[config.mk]
export PLATFORM = sky130hd
export DESIGN_NAME = rom_port_arbiter_flat
export DESIGN_NICKNAME = d
export VERILOG_FILES = /design/src/rtl/rom_port_arbiter_pkg.sv /design/src/rtl/rom_port_arbiter_if.sv /design/src/rtl/rom_port_arbiter_rr_pick.sv /design/src/rtl/rom_port_arbiter.sv /design/src/flat_wrapper.sv
export SDC_FILE = /design/constraint.sdc
export NUM_CORES = 1
export LEC_CHECK = 0
export ABC_AREA = 1
export BUFFER_PORTS_ARGS = -buffer_cell sky130_fd_sc_hd__buf_2
export CORE_AREA = 2 2 155 157
export DETAILED_ROUTE_END_ITERATION = 8
export DIE_AREA = 0 0 157 159
export MAX_ROUTING_LAYER = met4
export PLACE_DENSITY = 0.73
export SYNTH_ARGS = -nofsm -noshare
export SYNTH_HDL_FRONTEND = slang
export SYNTH_SLANG_ARGS = --single-unit
[constraint.sdc]
create_clock -name clk_mem -period 5.1 [get_ports clk_mem]
set_input_delay 1.02 -clock clk_mem [delete_from_list [all_inputs] [get_ports clk_mem]]
set_output_delay 1.02 -clock clk_mem [all_outputs]
set_load 0.005 [all_outputs]
[src/rtl/rom_port_arbiter_pkg.sv]
// rom_arb_pkg: shared types and defaults for the ROM port arbiter.
//   state_t    - arbiter FSM states
//   req_id_t   - requester identifiers (download writer plus three readers)
//   DEF_*_BASE - default SDRAM word bases of the three ROM regions
package rom_arb_pkg;

    localparam logic [22:0] DEF_CPU1_BASE = 23'h000000;
    localparam logic [22:0] DEF_CPU2_BASE = 23'h004000;
    localparam logic [22:0] DEF_SP_BASE   = 23'h008000;

    typedef enum logic [2:0] {
        IDLE,
        WR,
        RD,
        SP_LO,
        SP_HI
    } state_t;

    typedef enum logic [1:0] {
        REQ_DL,
        REQ_CPU1,
        REQ_CPU2,
        REQ_SP
    } req_id_t;

endpackage

[src/rtl/rom_port_arbiter_if.sv]
// rom_port_arbiter_if: downstream SDRAM command bus.
//   mem_req/mem_we/mem_addr/mem_ds/mem_d - command issued by the arbiter
//   mem_ack/mem_q                        - one-cycle completion pulse and read data
//   master: arbiter side, slave: memory controller side.
interface rom_port_arbiter_if;
    logic        mem_req;
    logic        mem_we;
    logic [22:0] mem_addr;
    logic [1:0]  mem_ds;
    logic [15:0] mem_d;
    logic        mem_ack;
    logic [15:0] mem_q;

    modport master (
        output mem_req, mem_we, mem_addr, mem_ds, mem_d,
        input  mem_ack, mem_q
    );

    modport slave (
        input  mem_req, mem_we, mem_addr, mem_ds, mem_d,
        output mem_ack, mem_q
    );
endinterface

[src/rtl/rom_port_arbiter_rr_pick.sv]
// rr_pick: 3-way round-robin selector, purely combinational.
//   req - request vector (bit 0 cpu1, bit 1 cpu2, bit 2 sp)
//   ptr - index (0..2) of the requester with highest priority this round
//   gnt - one-hot grant, zero when nothing requests
module rr_pick (
    input  logic [2:0] req,
    input  logic [1:0] ptr,
    output logic [2:0] gnt
);

    logic       found;
    logic [2:0] sum;
    logic [1:0] idx;

    // Scan starting at ptr, wrapping modulo 3; first requester wins.
    always_comb begin
        gnt   = '0;
        found = 1'b0;
        sum   = '0;
        idx   = '0;
        for (int k = 0; k < 3; k++) begin
            sum = {1'b0, ptr} + 3'(k);
            idx = (sum >= 3'd3) ? 2'(sum - 3'd3) : sum[1:0];
            if (!found && req[idx]) begin
                gnt[idx] = 1'b1;
                found    = 1'b1;
            end
        end
    end

endmodule

[src/rtl/rom_port_arbiter.sv]
// rom_port_arbiter: shares one SDRAM port between a ROM download writer and
// three cached ROM readers (main CPU, sound CPU, 32-bit sprite fetch).
//   clk_mem, reset_n            - clock, synchronous active-low reset
//   dl_active/dl_wr/dl_addr/dl_data, dl_overflow - byte download path
//   cpu1_addr/cpu1_q/cpu1_valid - main CPU word reader
//   cpu2_addr/cpu2_q/cpu2_valid - sound CPU word reader
//   sp_addr/sp_q/sp_valid       - sprite reader, two SDRAM words per fetch
//   mem                         - SDRAM command bus (master side)
// Each reader keeps a one-entry tag; valid is tag hit against the live address.
module rom_port_arbiter
    import rom_arb_pkg::*;
#(
    parameter logic [22:0] CPU1_BASE = DEF_CPU1_BASE,
    parameter logic [22:0] CPU2_BASE = DEF_CPU2_BASE,
    parameter logic [22:0] SP_BASE   = DEF_SP_BASE
) (
    input  logic                clk_mem,
    input  logic                reset_n,
    input  logic                dl_active,
    input  logic                dl_wr,
    input  logic [23:0]         dl_addr,
    input  logic [7:0]          dl_data,
    output logic                dl_overflow,
    input  logic [14:0]         cpu1_addr,
    output logic [15:0]         cpu1_q,
    output logic                cpu1_valid,
    input  logic [12:0]         cpu2_addr,
    output logic [15:0]         cpu2_q,
    output logic                cpu2_valid,
    input  logic [14:0]         sp_addr,
    output logic [31:0]         sp_q,
    output logic                sp_valid,
    rom_port_arbiter_if.master  mem
);

    state_t      state;
    logic        buf_full;
    logic [23:0] buf_addr;
    logic [7:0]  buf_data;
    logic [14:0] cpu1_tag;
    logic [12:0] cpu2_tag;
    logic [14:0] sp_tag;
    logic [2:0]  tag_vld;   // bit 0 cpu1, bit 1 cpu2, bit 2 sp
    logic [1:0]  rr_ptr;
    req_id_t     rd_id;
    logic [14:0] rd_addr;   // address as issued, becomes the tag on completion
    logic [15:0] sp_lo;
    logic [2:0]  need;
    logic [2:0]  gnt;
    logic        ack;
    logic        drain;

    assign cpu1_valid = tag_vld[0] && (cpu1_tag == cpu1_addr);
    assign cpu2_valid = tag_vld[1] && (cpu2_tag == cpu2_addr);
    assign sp_valid   = tag_vld[2] && (sp_tag == sp_addr);

    assign need  = {~sp_valid, ~cpu2_valid, ~cpu1_valid} & {3{~dl_active}};
    // Only an ack against a live command counts; stray pulses are dropped.
    assign ack   = mem.mem_req && mem.mem_ack;
    assign drain = (state == WR) && ack;

    rr_pick u_rr_pick (
        .req (need),
        .ptr (rr_ptr),
        .gnt (gnt)
    );

    always_ff @(posedge clk_mem) begin
        if (!reset_n) begin
            state        <= IDLE;
            mem.mem_req  <= 1'b0;
            mem.mem_we   <= 1'b0;
            mem.mem_addr <= '0;
            mem.mem_ds   <= '0;
            mem.mem_d    <= '0;
            buf_full     <= 1'b0;
            buf_addr     <= '0;
            buf_data     <= '0;
            dl_overflow  <= 1'b0;
            cpu1_q       <= '0;
            cpu2_q       <= '0;
            sp_q         <= '0;
            sp_lo        <= '0;
            cpu1_tag     <= '0;
            cpu2_tag     <= '0;
            sp_tag       <= '0;
            tag_vld      <= '0;
            rr_ptr       <= 2'd0;
            rd_id        <= REQ_CPU1;
            rd_addr      <= '0;
        end else begin
            // One-entry download buffer; the slot frees on the write's ack,
            // and a byte arriving that same cycle may take it.
            if (drain)
                buf_full <= 1'b0;
            if (dl_active && dl_wr) begin
                if (!buf_full || drain) begin
                    buf_full <= 1'b1;
                    buf_addr <= dl_addr;
                    buf_data <= dl_data;
                end else begin
                    dl_overflow <= 1'b1;
                end
            end

            case (state)
                IDLE: begin
                    if (buf_full) begin
                        mem.mem_req  <= 1'b1;
                        mem.mem_we   <= 1'b1;
                        mem.mem_addr <= buf_addr[23:1];
                        mem.mem_ds   <= {buf_addr[0], ~buf_addr[0]};
                        mem.mem_d    <= {buf_data, buf_data};
                        state        <= WR;
                    end else if (|gnt) begin
                        mem.mem_req <= 1'b1;
                        mem.mem_we  <= 1'b0;
                        mem.mem_ds  <= 2'b11;
                        if (gnt[0]) begin
                            rd_id        <= REQ_CPU1;
                            rd_addr      <= cpu1_addr;
                            mem.mem_addr <= CPU1_BASE + {8'b0, cpu1_addr};
                            state        <= RD;
                        end else if (gnt[1]) begin
                            rd_id        <= REQ_CPU2;
                            rd_addr      <= {2'b0, cpu2_addr};
                            mem.mem_addr <= CPU2_BASE + {10'b0, cpu2_addr};
                            state        <= RD;
                        end else begin
                            rd_id        <= REQ_SP;
                            rd_addr      <= sp_addr;
                            mem.mem_addr <= SP_BASE + {7'b0, sp_addr, 1'b0};
                            state        <= SP_LO;
                        end
                    end
                end
                WR: begin
                    if (ack) begin
                        mem.mem_req <= 1'b0;
                        mem.mem_we  <= 1'b0;
                        state       <= IDLE;
                    end
                end
                RD: begin
                    if (ack) begin
                        mem.mem_req <= 1'b0;
                        state       <= IDLE;
                        if (rd_id == REQ_CPU2) begin
                            cpu2_q     <= mem.mem_q;
                            cpu2_tag   <= rd_addr[12:0];
                            tag_vld[1] <= 1'b1;
                            rr_ptr     <= 2'd2;
                        end else begin
                            cpu1_q     <= mem.mem_q;
                            cpu1_tag   <= rd_addr;
                            tag_vld[0] <= 1'b1;
                            rr_ptr     <= 2'd1;
                        end
                    end
                end
                SP_LO: begin
                    if (ack) begin
                        mem.mem_req  <= 1'b0;
                        sp_lo        <= mem.mem_q;
                        mem.mem_addr <= mem.mem_addr + 23'd1;
                        state        <= SP_HI;
                    end
                end
                SP_HI: begin
                    // Entered with mem_req low: that cycle is the mandatory
                    // gap, then the second word is requested.
                    if (!mem.mem_req) begin
                        mem.mem_req <= 1'b1;
                    end else if (ack) begin
                        mem.mem_req <= 1'b0;
                        sp_q        <= {mem.mem_q, sp_lo};
                        sp_tag      <= rd_addr;
                        tag_vld[2]  <= 1'b1;
                        rr_ptr      <= 2'd0;
                        state       <= IDLE;
                    end
                end
                default: state <= IDLE;
            endcase

            // Download invalidates everything, including reads landing now.
            if (dl_active)
                tag_vld <= '0;
        end
    end

endmodule

[src/flat_wrapper.sv]
// flat-port wrapper written by rule: the top's interface ports become plain ports
module rom_port_arbiter_flat import rom_arb_pkg::*;
#(
    parameter logic [22:0] CPU1_BASE = DEF_CPU1_BASE,
    parameter logic [22:0] CPU2_BASE = DEF_CPU2_BASE,
    parameter logic [22:0] SP_BASE   = DEF_SP_BASE
)
  (clk_mem, reset_n, dl_active, dl_wr, dl_addr, dl_data, dl_overflow, cpu1_addr, cpu1_q, cpu1_valid, cpu2_addr, cpu2_q, cpu2_valid, sp_addr, sp_q, sp_valid, mem_mem_req, mem_mem_we, mem_mem_addr, mem_mem_ds, mem_mem_d, mem_mem_ack, mem_mem_q);
  rom_port_arbiter_if mem_i ();
  input  logic clk_mem;
  input  logic reset_n;
  input  logic dl_active;
  input  logic dl_wr;
  input  logic [23:0] dl_addr;
  input  logic [7:0] dl_data;
  output logic dl_overflow;
  input  logic [14:0] cpu1_addr;
  output logic [15:0] cpu1_q;
  output logic cpu1_valid;
  input  logic [12:0] cpu2_addr;
  output logic [15:0] cpu2_q;
  output logic cpu2_valid;
  input  logic [14:0] sp_addr;
  output logic [31:0] sp_q;
  output logic sp_valid;
  output wire logic [$bits(mem_i.mem_req)-1:0] mem_mem_req;
  output wire logic [$bits(mem_i.mem_we)-1:0] mem_mem_we;
  output wire logic [$bits(mem_i.mem_addr)-1:0] mem_mem_addr;
  output wire logic [$bits(mem_i.mem_ds)-1:0] mem_mem_ds;
  output wire logic [$bits(mem_i.mem_d)-1:0] mem_mem_d;
  input wire logic [$bits(mem_i.mem_ack)-1:0] mem_mem_ack;
  input wire logic [$bits(mem_i.mem_q)-1:0] mem_mem_q;
  assign mem_mem_req = mem_i.mem_req;
  assign mem_mem_we = mem_i.mem_we;
  assign mem_mem_addr = mem_i.mem_addr;
  assign mem_mem_ds = mem_i.mem_ds;
  assign mem_mem_d = mem_i.mem_d;
  assign mem_i.mem_ack = mem_mem_ack;
  assign mem_i.mem_q = mem_mem_q;
  rom_port_arbiter #(.CPU1_BASE(CPU1_BASE), .CPU2_BASE(CPU2_BASE), .SP_BASE(SP_BASE)) u_core (.clk_mem(clk_mem), .reset_n(reset_n), .dl_active(dl_active), .dl_wr(dl_wr), .dl_addr(dl_addr), .dl_data(dl_data), .dl_overflow(dl_overflow), .cpu1_addr(cpu1_addr), .cpu1_q(cpu1_q), .cpu1_valid(cpu1_valid), .cpu2_addr(cpu2_addr), .cpu2_q(cpu2_q), .cpu2_valid(cpu2_valid), .sp_addr(sp_addr), .sp_q(sp_q), .sp_valid(sp_valid), .mem(mem_i));
endmodule
==> results_dict.tcl <==
set metrics [dict create \
    wirelength_mm 32.7 \
    p_leak_nw 6.03 \
    worst_r2r_path_depth 10 \
    clock-skew-final_ns 0.0218 \
    area_growth_pct 19.0 \
    grt_pass1_vias 10000 \
    ant_nets 0 \
    post_cts_resized 0 \
    fill_cells 2335 \
    fmax_ghz 0.271 \
    yosysMostFrequentCell "nor2_1" \
    port_buffers 206 \
    start_kind "input port" \
    cp.required_ns 5.52 \
    synth_top_area_cell "dfxtp_1" \
    syn_nets 1680 \
    grt_max_degree 114 \
    clock_sinks 217 \
    slew_violations 0 \
    tightest_slew_ns 1.17 \
    cp_data_arrival_time_ns 4.11 \
    yosysWarnings 0 \
    place_hpwl_mm 22.9 \
    chipWidth_um 157 \
    grt_remaining_overflow 0 \
    crit-reg2reg-capture "u_core.sp_lo[14]" \
    avgViaCountPerCell 5.21 \
    finalCritPeriodShare_pct 72.4 \
    fin_cells 2075 \
    clockBufferDepth 3 \
    route.detailed.drc 0 \
    relSlewSlack_pct 21.8 \
    cts_tree "built" \
    r2r_start "u_core.state[0]" \
    clk_latency_ns 0.54 \
    hold_class "register to register" \
    path_class "input port to register" \
    synth_common_cells "nor2_1, nand2_1, dfxtp_1, o21ai_0, inv_1" \
    rows 56 \
    min_from "u_core.cpu2_tag[9]" \
    antenna_found_initial 1 \
    avgSynthCellArea_um2 6.53 \
    ys_seq_area_share_pct 42.1 \
    cts_root_buffer "clkbuf_16" \
    status "completed" \
    grt_usage_pct 26.3 \
    cp_slowest_stage_delay_ns 0.36 \
    synth-edff-count 0 \
    post_cts.repair.setup_buffers 0 \
    drive_gt1_share_pct 16.0 \
    vias 10800 \
    yosys.cell_types.count 40 \
    gp_congestion 0.960 \
    crit_chain "buf_2, inv_1, nand2_1, nand2_1, nor2_1, nand2_1, nor2_1, nand2_1, nand3_1, nand2_2, nand2_1, nand2_1, nand2_1, nand3_2, nor2_2, nand2_2, nand2_2, inv_2, o21ai_0, nor2_1" \
    worst_path_max_delay_cell "nand3_2" \
    p_per_area_mw_per_mm2 438 \
    hold_depth 2 \
    initial_core_util_pct 44.4 \
    cp_common_cell "nand2_1" \
    post-place-cells 2029 \
    cts.clk_slew.worst_paths_ns 0.06 \
    core_area_mm2 0.0232 \
    ctsHoldBuffers 0 \
    async_flop_share_pct 0 \
    htreeDepth 1 \
    cp-end-kind "register" \
    grt_pass1_wl_mm 51.8 \
    dr.pass1.iters 7 \
    r2r_setup_slack_ns 1.53 \
    dominantRegCellSynth "dfxtp_1" \
    grt_setup_unrepaired "false" \
    path_max_fanout 20 \
    hold_viol 0 \
    ys_ff_latch 217 \
    drv_cap 0 \
    path_buf_inv 3 \
    holdPathEnd "u_core.cpu2_tag[9]" \
    syn_inst 1579 \
    syn_area_mm2 0.0103 \
    finalSetupViolCount 0 \
    fin_nets 1839 \
    critical_path.top_delay_family "simple AND/OR/NAND/NOR gates" \
    wl_per_cell_um 15.8 \
    yosysTopAreaCellShare_pct 42.1 \
    min_period_ns 3.69 \
    io_pins 207 \
    numCtsBuffers 26 \
    dieArea_mm2 0.0250 \
    fp.dieH_um 159 \
    finalSetupTns_ns 0 \
    drt_iter0_drc 868 \
    peakVddDrop_mv 0.280 \
    synth_area_leaders "dfxtp_1, nor2_1, nand2_1, o21ai_0, a21oi_1" \
]
==> flip-flops by register name, summed over array words and instances, names as in the netlist <==
| name | count |
|---|---|
| u_core.rd_id | 2 |
| u_core.mem.mem_we | 1 |
| u_core.cpu1_q | 16 |
| u_core.tag_vld | 3 |
| u_core.sp_tag | 15 |
| u_core.cpu1_tag | 15 |
| u_core.mem.mem_ds | 2 |
| u_core.sp_lo | 16 |
| u_core.state | 3 |
| u_core.mem.mem_req | 1 |
| u_core.cpu2_q | 16 |
| u_core.rd_addr | 15 |
| u_core.buf_full | 1 |
| u_core.sp_q | 32 |
| u_core.mem.mem_d | 8 |
| u_core.dl_overflow | 1 |
| u_core.cpu2_tag | 13 |
| u_core.buf_data | 8 |
| u_core.mem.mem_addr | 23 |
| u_core.rr_ptr | 2 |
| u_core.buf_addr | 24 |
==> worst min-delay path, cell delays in order, from the launching register on <==
cell	delay, ns
dfxtp_1	0.32
inv_2	0.05
a21oi_1	0.05
==> per-stage QoR <==
stage	area [um^2]	hold WS (ns)	util, %	worst slack (ns)	power (mW)
6_report	12300	0.461	52.9	1.41	5.37
5_1_grt	12300	0.471	52.9	0.949	5.67
4_1_cts	12300	0.455	52.9	1.49	5.37
3_5_place_dp	11400	0.443	49.3	0.902	3.52
3_3_place_gp	11400	0.434	49.3	0.981	3.50
2_1_floorplan	10300	0.426	-	2.30	3.07
==> where the power goes <==
part           total (mW)  switching, mW  internal, mW
sequential           2.10          0.207          1.90
combinational        1.41          0.938         0.473
clock                1.85          0.737          1.12
total                5.37           1.88          3.49
==> how the worst max path moves through the flow <==
stage | from | cells after the start | end
after CTS | cpu2_addr[2] | 20 | u_core.rd_addr[0]
final | cpu2_addr[2] | 20 | u_core.rd_addr[0]
after global routing | cpu1_addr[3] | 20 | u_core.rd_addr[0]
after global placement | cpu2_addr[2] | 20 | u_core.mem.mem_ds[0]
after detailed placement | cpu2_addr[2] | 20 | u_core.rd_addr[0]
after floorplan | sp_addr[2] | 19 | u_core.mem.mem_addr[12]
==> metal layers <==
metal | vias to the layer above | share of wire, % | GRT usage (%)
met5 | - | 0 | -
met4 | 0 | 3.2 | 8.67
met3 | 68 | 7.0 | 4.33
met2 | 391 | 46 | 42.0
met1 | 4984 | 44 | 33.9
li1 | 5368 | - | -
==> cell usage in the layout, fill, tap and decap left out, types with 6 or more instances in the layout <==
master | synthesis | final
inv_1 | 127 | 127
inv_2 | 10 | 10
a21oi_1 | 102 | 102
nand3_1 | 39 | 39
clkbuf_16 | 0 | 26
dfxtp_1 | 217 | 217
buf_4 | 13 | 14
buf_2 | 3 | 205
nand2_1 | 340 | 340
o21ai_0 | 204 | 204
nor3_1 | 10 | 10
nand4_1 | 34 | 34
nor2_1 | 356 | 355
clkbuf_1 | 66 | 8
o21ai_1 | 6 | 6
==> cell type report <==
cell class	count	area (um^2)	area share, %
clock buffer	36	708	5.77
clock inverter	9	131	1.07
multi-input combinational	1134	5030	41.0
inverter	140	526	4.28
timing repair buffer	219	1130	9.22
antenna	1	2.50	0.0204
tap	319	399	3.25
sequential	217	4340	35.4
==> cells by family (layout without fill, tap and decap cells) <==
logic type | count (synthesis) | in the layout | synth area share [%]
adders and majority gates | 5 | 5 | 0.607
buffers and inverters | 228 | 404 | 9.10
and+or+nand+nor | 796 | 796 | 31.2
xor gates and xnor gates | 4 | 4 | 0.340
DFF | 217 | 217 | 42.1
other | 0 | 1 | 0
AOI/OAI and AO/OA | 329 | 329 | 16.6
Note: power is estimated with default switching activity, not from simulation.
